### src/rtl/wb_stage.sv
// wb_stage: writeback stage feeding the register-file write port.
// ALU results retire straight through; loads wait for the data-memory
// response (with a timeout guard), then the addressed lane is extracted and extended.
module wb_stage #(
    parameter int LOAD_TIMEOUT = 16,
    parameter int CNT_W        = 32
) (
    input  logic             CLK,
    input  logic             RST,
    input  logic             in_valid,
    output logic             in_ready,
    input  logic [4:0]       in_dst,
    input  logic [31:0]      in_alu,
    input  logic             in_is_load,
    input  logic [1:0]       in_ld_size,
    input  logic             in_ld_unsigned,
    input  logic [1:0]       in_byte_off,
    input  logic             dm_rvalid,
    input  logic [31:0]      dm_rdata,
    output logic [4:0]       rwd,
    output logic [31:0]      wb_data,
    output logic [4:0]       wb_pend_dst,
    output logic             err_timeout,
    output logic [CNT_W-1:0] retired_cnt
);

    typedef enum logic {IDLE = 1'b0, WAIT_LOAD = 1'b1} state_t;

    localparam logic [7:0]       TMO_LAST = 8'(LOAD_TIMEOUT - 1);
    localparam logic [CNT_W-1:0] CNT_ONE  = CNT_W'(1);

    state_t             state, state_nx;
    logic [4:0]         ld_dst, ld_dst_nx;
    logic [1:0]         ld_size, ld_size_nx;
    logic               ld_uns, ld_uns_nx;
    logic [1:0]         ld_off, ld_off_nx;
    logic [7:0]         tcnt, tcnt_nx;
    logic [4:0]         rwd_nx;
    logic [31:0]        wb_data_nx;
    logic               err_nx;
    logic [CNT_W-1:0]   cnt_nx;
    logic [7:0]         lane8;
    logic [15:0]        lane16;
    logic [31:0]        load_data;

    // Stage can take a new instruction only when idle and not in reset.
    always_comb begin
        in_ready    = (state == IDLE) && !RST;
        wb_pend_dst = (state == WAIT_LOAD) ? ld_dst : 5'd0;
    end

    // Lane select and extension of the returned memory word.
    always_comb begin
        case (ld_off)
            2'd0:    lane8 = dm_rdata[7:0];
            2'd1:    lane8 = dm_rdata[15:8];
            2'd2:    lane8 = dm_rdata[23:16];
            default: lane8 = dm_rdata[31:24];
        endcase
        // Misaligned halves fall back to the half selected by off[1].
        lane16 = ld_off[1] ? dm_rdata[31:16] : dm_rdata[15:0];
        case (ld_size)
            2'd0:    load_data = {{24{lane8[7] & ~ld_uns}}, lane8};
            2'd1:    load_data = {{16{lane16[15] & ~ld_uns}}, lane16};
            default: load_data = dm_rdata;
        endcase
    end

    // Next-state and writeback decisions; rwd defaults to 0 so it pulses once per retire.
    always_comb begin
        state_nx   = state;
        ld_dst_nx  = ld_dst;
        ld_size_nx = ld_size;
        ld_uns_nx  = ld_uns;
        ld_off_nx  = ld_off;
        tcnt_nx    = tcnt;
        rwd_nx     = 5'd0;
        wb_data_nx = wb_data;
        err_nx     = err_timeout;
        cnt_nx     = retired_cnt;
        case (state)
            IDLE: begin
                if (in_valid) begin
                    if (in_is_load) begin
                        ld_dst_nx  = in_dst;
                        ld_size_nx = in_ld_size;
                        ld_uns_nx  = in_ld_unsigned;
                        ld_off_nx  = in_byte_off;
                        tcnt_nx    = 8'd0;
                        state_nx   = WAIT_LOAD;
                    end else begin
                        rwd_nx     = in_dst;
                        wb_data_nx = in_alu;
                        cnt_nx     = retired_cnt + CNT_ONE;
                    end
                end
            end
            WAIT_LOAD: begin
                // A response arriving on the timeout cycle still retires the load.
                if (dm_rvalid) begin
                    rwd_nx     = ld_dst;
                    wb_data_nx = load_data;
                    cnt_nx     = retired_cnt + CNT_ONE;
                    state_nx   = IDLE;
                end else if (tcnt == TMO_LAST) begin
                    err_nx   = 1'b1;
                    state_nx = IDLE;
                end else begin
                    tcnt_nx = tcnt + 8'd1;
                end
            end
            default: state_nx = IDLE;
        endcase
    end

    // State and output registers with synchronous reset.
    always_ff @(posedge CLK) begin
        if (RST) begin
            state       <= IDLE;
            ld_dst      <= 5'd0;
            ld_size     <= 2'd0;
            ld_uns      <= 1'b0;
            ld_off      <= 2'd0;
            tcnt        <= 8'd0;
            rwd         <= 5'd0;
            wb_data     <= 32'd0;
            err_timeout <= 1'b0;
            retired_cnt <= '0;
        end else begin
            state       <= state_nx;
            ld_dst      <= ld_dst_nx;
            ld_size     <= ld_size_nx;
            ld_uns      <= ld_uns_nx;
            ld_off      <= ld_off_nx;
            tcnt        <= tcnt_nx;
            rwd         <= rwd_nx;
            wb_data     <= wb_data_nx;
            err_timeout <= err_nx;
            retired_cnt <= cnt_nx;
        end
    end

endmodule

### config.mk
export PLATFORM = sky130hd
export DESIGN_NAME = wb_stage
export DESIGN_NICKNAME = d
export VERILOG_FILES = /design/src/rtl/wb_stage.sv
export SDC_FILE = /design/constraint.sdc
export NUM_CORES = 1
export LEC_CHECK = 0
export BUFFER_PORTS_ARGS = -buffer_cell sky130_fd_sc_hd__buf_2
export CORE_ASPECT_RATIO = 1.1
export CORE_MARGIN = 4
export CORE_UTILIZATION = 35
export CTS_BUF_LIST = sky130_fd_sc_hd__clkbuf_8
export DETAILED_ROUTE_END_ITERATION = 10
export HOLD_SLACK_MARGIN = 0.06
export SETUP_SLACK_MARGIN = 0.02
export SYNTH_ARGS = -nofsm -noshare
export SYNTH_HDL_FRONTEND = slang
export SYNTH_SLANG_ARGS = --single-unit
export TNS_END_PERCENT = 1
### constraint.sdc
create_clock -name CLK -period 3.7 [get_ports CLK]
set_input_delay 0.185 -clock CLK [delete_from_list [all_inputs] [get_ports CLK]]
set_output_delay 0.185 -clock CLK [all_outputs]
set_load 0.01 [all_outputs]
# ---- Yosys cells after proc, flatten, opt, wreduce, memory -nomap -nowiden
# Cells that the tools add are included.
dict set report word_totals {
  output_inout_bits 76
  in_bits 79
  memories 0
  latchBits 0
  ramBits 0
  mem_bits_ro 0
  register_bits 89
  word_cells 61
}
dict set report classes {
  n_shift 0
  order_cmp 0
  muxes 26
  reduce_logical 8
  bitwise 5
  div 0
  eq_ne 10
  multipliers 0
  addsub 2
}
# cell count
set ops {}
lappend ops {{32-bit 2-to-1 mux} 6}
lappend ops {{32-bit one-hot mux with 2 select lines} 3}
lappend ops {{32-bit by 1-bit adder with 32-bit output, second input constant} 1}
lappend ops {{8-bit 2-to-1 mux} 4}
lappend ops {{8-bit one-hot mux with 3 select lines} 1}
lappend ops {{5-bit 2-to-1 mux} 4}
lappend ops {{16-bit 2-to-1 mux} 1}
lappend ops {{8-bit one-hot mux with 2 select lines} 1}
lappend ops {{2-bit inequality test, second input constant} 6}
lappend ops {{5-bit one-hot mux with 2 select lines} 1}
lappend ops {{3-bit AND reduction} 3}
lappend ops {{8-bit by 1-bit adder with 8-bit output, second input constant} 1}
lappend ops {{8-bit by 4-bit == test with 1-bit output, second input constant} 1}
lappend ops {{2-bit by 1-bit == test with 1-bit output, second input constant} 2}
lappend ops {{2-bit logical NOT} 2}
lappend ops {{1-bit 2-to-1 mux} 4}
lappend ops {{4-bit AND reduction} 1}
lappend ops {{1-bit NOT} 3}
lappend ops {{1-bit bitwise AND} 2}
lappend ops {{2-bit == test, second input constant} 1}
lappend ops {{1-bit one-hot mux with 2 select lines} 1}
lappend ops {{1-bit logical AND} 1}
lappend ops {{1-bit logical NOT} 1}

# ---- Depth between registers and ports, before layout
dict set report depth {
  ltp_word 6
  ltp_mapped 9
  depth_no_buf 6
}

# ---- Worst setup path after synthesis
# Ideal clock, no wire load.
dict set report synth_path {
  path_type {reg-to-reg}
  from {register retired_cnt[5]}
  to {register retired_cnt[31]}
  setup_ns 0.128
  path_slack_ns 1.976
  path_buffers 2
  path_stages_with_launch 8
  synth_period_minus_slack_ns 1.724
  t_arrival_ns 1.597
  required_ns 3.572
  cell_sequence {dfxtp_1 > and4_1 > buf_4 > nand4_1 > buf_4 > nor4_4 > xnor2_1 > nor2_1}
}
dict set report synth_via {
  elab_chain_len 4
  word_cells_on_any_way 5
  classes_between {add/sub (1); mux (4)}
}
# element line_no
set synth_lines {}
lappend synth_lines {{start: declaration} 24} ;# output logic [CNT_W-1:0] retired_cnt
lappend synth_lines {{start signal: assignment} 139} ;# retired_cnt <= cnt_nx;
lappend synth_lines {{32-bit by 1-bit adder with 32-bit output *} {94, 103}}
lappend synth_lines {{32-bit 2-to-1 mux} 84} ;# if (in_is_load) begin
lappend synth_lines {{32-bit 2-to-1 mux} 83} ;# if (in_valid) begin
lappend synth_lines {{32-bit one-hot mux with 2 select lines *} 81} ;# case (state)
# Mark *: on every way between the ends. The rest lies on a longest branch, timed or not. The select of a mux whose other input is x is not followed.
# A chain may end at the register's enable or synchronous reset.

# ---- Worst setup path in the final report
dict set report layout_path {
  from {register state}
  to {register wb_data[6]}
}
dict set report layout_via {
  elab_chain_len 3
  word_cells_on_any_way 6
  classes_between {eq/ne (3); mux (1); bitwise (1); reduce/logical (1)}
}
# element line_no
set layout_lines {}
lappend layout_lines {{start: declaration} 32} ;# state_t state, state_nx;
lappend layout_lines {{start signal: assignment} 130} ;# state <= state_nx;
lappend layout_lines {{1-bit NOT (no source line)} -}
lappend layout_lines {{2-bit inequality test (no source line)} -}
lappend layout_lines {{3-bit AND reduction (no source line)} -}
lappend layout_lines {{end signal: assignment} 137} ;# wb_data <= wb_data_nx;
lappend layout_lines {{end: declaration} 21} ;# output logic [31:0] wb_data,
# Several ways; a longest one is shown, not always the timed one.

==> impl_metrics.ini <==
[routing]
first_pass_iters = 7
drt_wl_total_um = 13660
drt_iter0_drc = 472
drtAntennaViolNets = 0
post-route-drc-count = 0
vias = 4510
vias_per_cell = 5.331
avgRoutedWirePerCell_um = 16.15

[logic_synthesis]
synth_area_um2 = 4404
ys_types = 54
ys_seq_area_share_pct = 40.45
async_flop_share_pct = 0
yosys.area.top_type = dfxtp_1
syn_nets = 626
synth_edf_count = 0
ys.flop_type = dfxtp_1
synth_top_area_share_pct = 40.45
syn_area_per_cell_um2 = 8.081
yosys_warnings = 0
syn_inst = 545
synthTopCellsByArea = dfxtp_1, nand2_1, o21ai_0, nor2_1, a21oi_1
synth-seq-cells = 89

[critical_path]
start_kind = register
end_kind = register
r2r_setup_slack_ns = 1.11
path_class = register to register
worstPathArrival_ns = 2.88
r2r_cells = 6
r2r-start = state
cp.required_ns = 4.00
reg2reg_to = wb_data[6]
crit_fanout = 37

[placement]
gp_congestion = 0.8392
port_buffers = 154
place_hpwl_um = 10130

[power_and_ir_drop]
switching_share_pct = 27.79
power_mw = 1.965
seqPwrFrac_pct = 52.1
pwr-share-comb_pct = 14.4
ir_drop_mv = 0.1717
p_sw_mw = 0.5461
p_leak_nw = 2.347
clockPowerShare_pct = 33.4
internal-power_mw = 1.419
power.density_nw_per_um2 = 356.7

[clock_tree]
path_clk_slew_ns = 0.09
cts_buffers = 9
cts_resized = 0
post-cts-setup-buffers = 0
cts_tree = yes
clk-insertion-delay-late_ns = 0.36
hold_buffers = 9
cts_num_sinks = 89
h-tree-depth = 3
clockRootBuffer = clkbuf_8
cts_buffer_depth = 2

[timing]
fmax_mhz = 386.5
fin_skew_ns = 0.01005
tightest_slew_ns = 1.267
finalSetupViolCount = 0
slew_headroom_pct = 15.33
post-route-min-period_ns = 2.587
hold_viol = 0
fin_setup_tns_ns = 0
drv_slew = 0
rsz0062_at_grt = false
fin_crit_sh_pct = 69.92

[min_path]
hold_start = in_dst[0]
holdPathStages = 3
hold_path_class = input port to register
holdPathEnd = ld_dst[0]

[global_route]
grt_max_degree = 39
grt_overflow = 0
grt_pass1_vias = 4187
grt_usage_pct = 18.24
grt_pass1_wl_um = 21270
antenna_found_initial = 0

[floorplan]
core_um2 = 12190
die_area_um2 = 14440
die_y_um = 125.7
boundaryPins = 155
die_w_um = 115.0
rows = 42
start_util_pct = 36.12

[finish]
area_growth_syn_to_layout_pct = 25.09
drive_above_1_share_pct = 26.59
diodes = 0
fin_nets = 768
fill_cells = 1265

[outcome]
outcome = finished, final reports clean

[job]
maxCapViolCount = 0
-- area by class of cell --
cell class	count	area, µm²	area share, %
multi-input combinational	407	2404	43.63
sequential	89	1782	32.34
timing repair buffer	168	898.4	16.31
tap	154	192.7	3.498
clock buffer	9	123.9	2.248
clock inverter	7	63.81	1.158
inverter	12	45.04	0.8176
-- worst max path at each step --
stage | start | to | slack (ns) | depth (start not counted)
after global placement | state | wb_data[6] | 1.18 | 6
after floorplan | retired_cnt[5] | retired_cnt[31] | 1.98 | 7
after global routing | state | wb_data[19] | 0.85 | 6
final | state | wb_data[6] | 1.11 | 6
after detailed placement | state | wb_data[6] | 1.08 | 6
after CTS | state | wb_data[6] | 1.07 | 6
-- stage by stage --
stage          hold slack [ns]  instances  instance area [µm²]  worst slack [ns]  utilization [%]
2_1_floorplan           0.3210        545                 4404             1.976                -
3_3_place_gp            0.4328        821                 5231             1.182            42.91
3_5_place_dp            0.4343        821                 5231             1.081            42.91
4_1_cts                0.06679        846                 5509             1.068            45.19
5_1_grt                0.08576        846                 5509            0.8530            45.19
6_report               0.09102        846                 5509             1.113            45.19
-- Yosys cell counts, types with 2 or more instances --
master / n
nor2_1: 57
and4_1: 8
nand2_1: 73
a21oi_1: 40
nor2b_1: 3
buf_1: 3
a22o_1: 3
nor4_4: 3
buf_4: 3
or3_1: 3
a211oi_1: 3
nand3_1: 15
or4_1: 2
dfxtp_1: 89
nor3_1: 6
a221oi_1: 9
buf_2: 7
buf_6: 2
nand2b_1: 8
and2_1: 7
a22oi_1: 5
xor2_1: 13
inv_1: 12
xnor2_1: 19
ha_1: 2
o21ai_1: 9
clkbuf_1: 22
mux2i_1: 9
o21a_1: 2
and3_1: 3
nor4_1: 4
a222oi_1: 8
a31oi_1: 13
a311oi_1: 6
nand4_1: 7
o21ai_0: 49
-- layer usage --
| layer | wire length, µm | GRT usage (%) | part of all wire, % |
|---|---|---|---|
| met1 | 6145 | 25.40 | 45 |
| met2 | 6227 | 28.03 | 46 |
| met3 | 1078 | 3.647 | 7.9 |
| met4 | 210 | 6.354 | 1.5 |
| met5 | 0 | 0 | 0 |
-- registers in the layout (all words and copies together) (netlist names) --
name         flops
wb_data         32
state            1
rwd              5
ld_size          2
ld_uns           1
ld_dst           5
retired_cnt     32
err_timeout      1
tcnt             8
ld_off           2
-- kinds of logic after synthesis --
logic type / count (synthesis) / share of synthesized area [%]
AOI/OAI and AO/OA: 157 / 22.05
buffers and inverters: 49 / 4.971
DFF: 89 / 40.45
and+or+nand+nor: 206 / 23.30
adders and majority gates: 2 / 0.5681
xor gates and xnor gates: 32 / 6.364
muxes: 10 / 2.301
-- worst max-delay path, stage by stage, from the launching register on --
cell and delay [ns]:
dfxtp_1 0.37, buf_4 0.27, nor3b_4 0.58, nor2_1 0.36, nor2_2 0.53, o221ai_1 0.22, o21ai_0 0.18
-- power groups by stage --
stage | combinational, mW | clock (mW) | sequential (mW)
6_report | 0.284 | 0.657 | 1.02
3_3_place_gp | 0.272 | 0 | 1.05
2_1_floorplan | 0.147 | 0 | 1.05
3_5_place_dp | 0.276 | 0 | 1.05
5_1_grt | 0.312 | 0.712 | 1.03
4_1_cts | 0.284 | 0.681 | 1.02
-- layout by cell type (no fill, tap or decap), drive strengths merged, types with 8 or more instances in the layout --
master       Yosys  routed
a221oi           9       9
mux2i            9       9
nand2           73      73
and2             8       8
buf             15     159
inv             12      14
o21ai           59      59
a21oi           40      40
nand3           15      15
a222oi           8       8
xnor2           19      19
nand2b           8       8
dlygate4sd3      0       9
clkbuf          22       9
xor2            13      13
dfxtp           89      89
and4             8       8
a31oi           13      13
nor2            59      59
(Power assumes the default switching activity.)
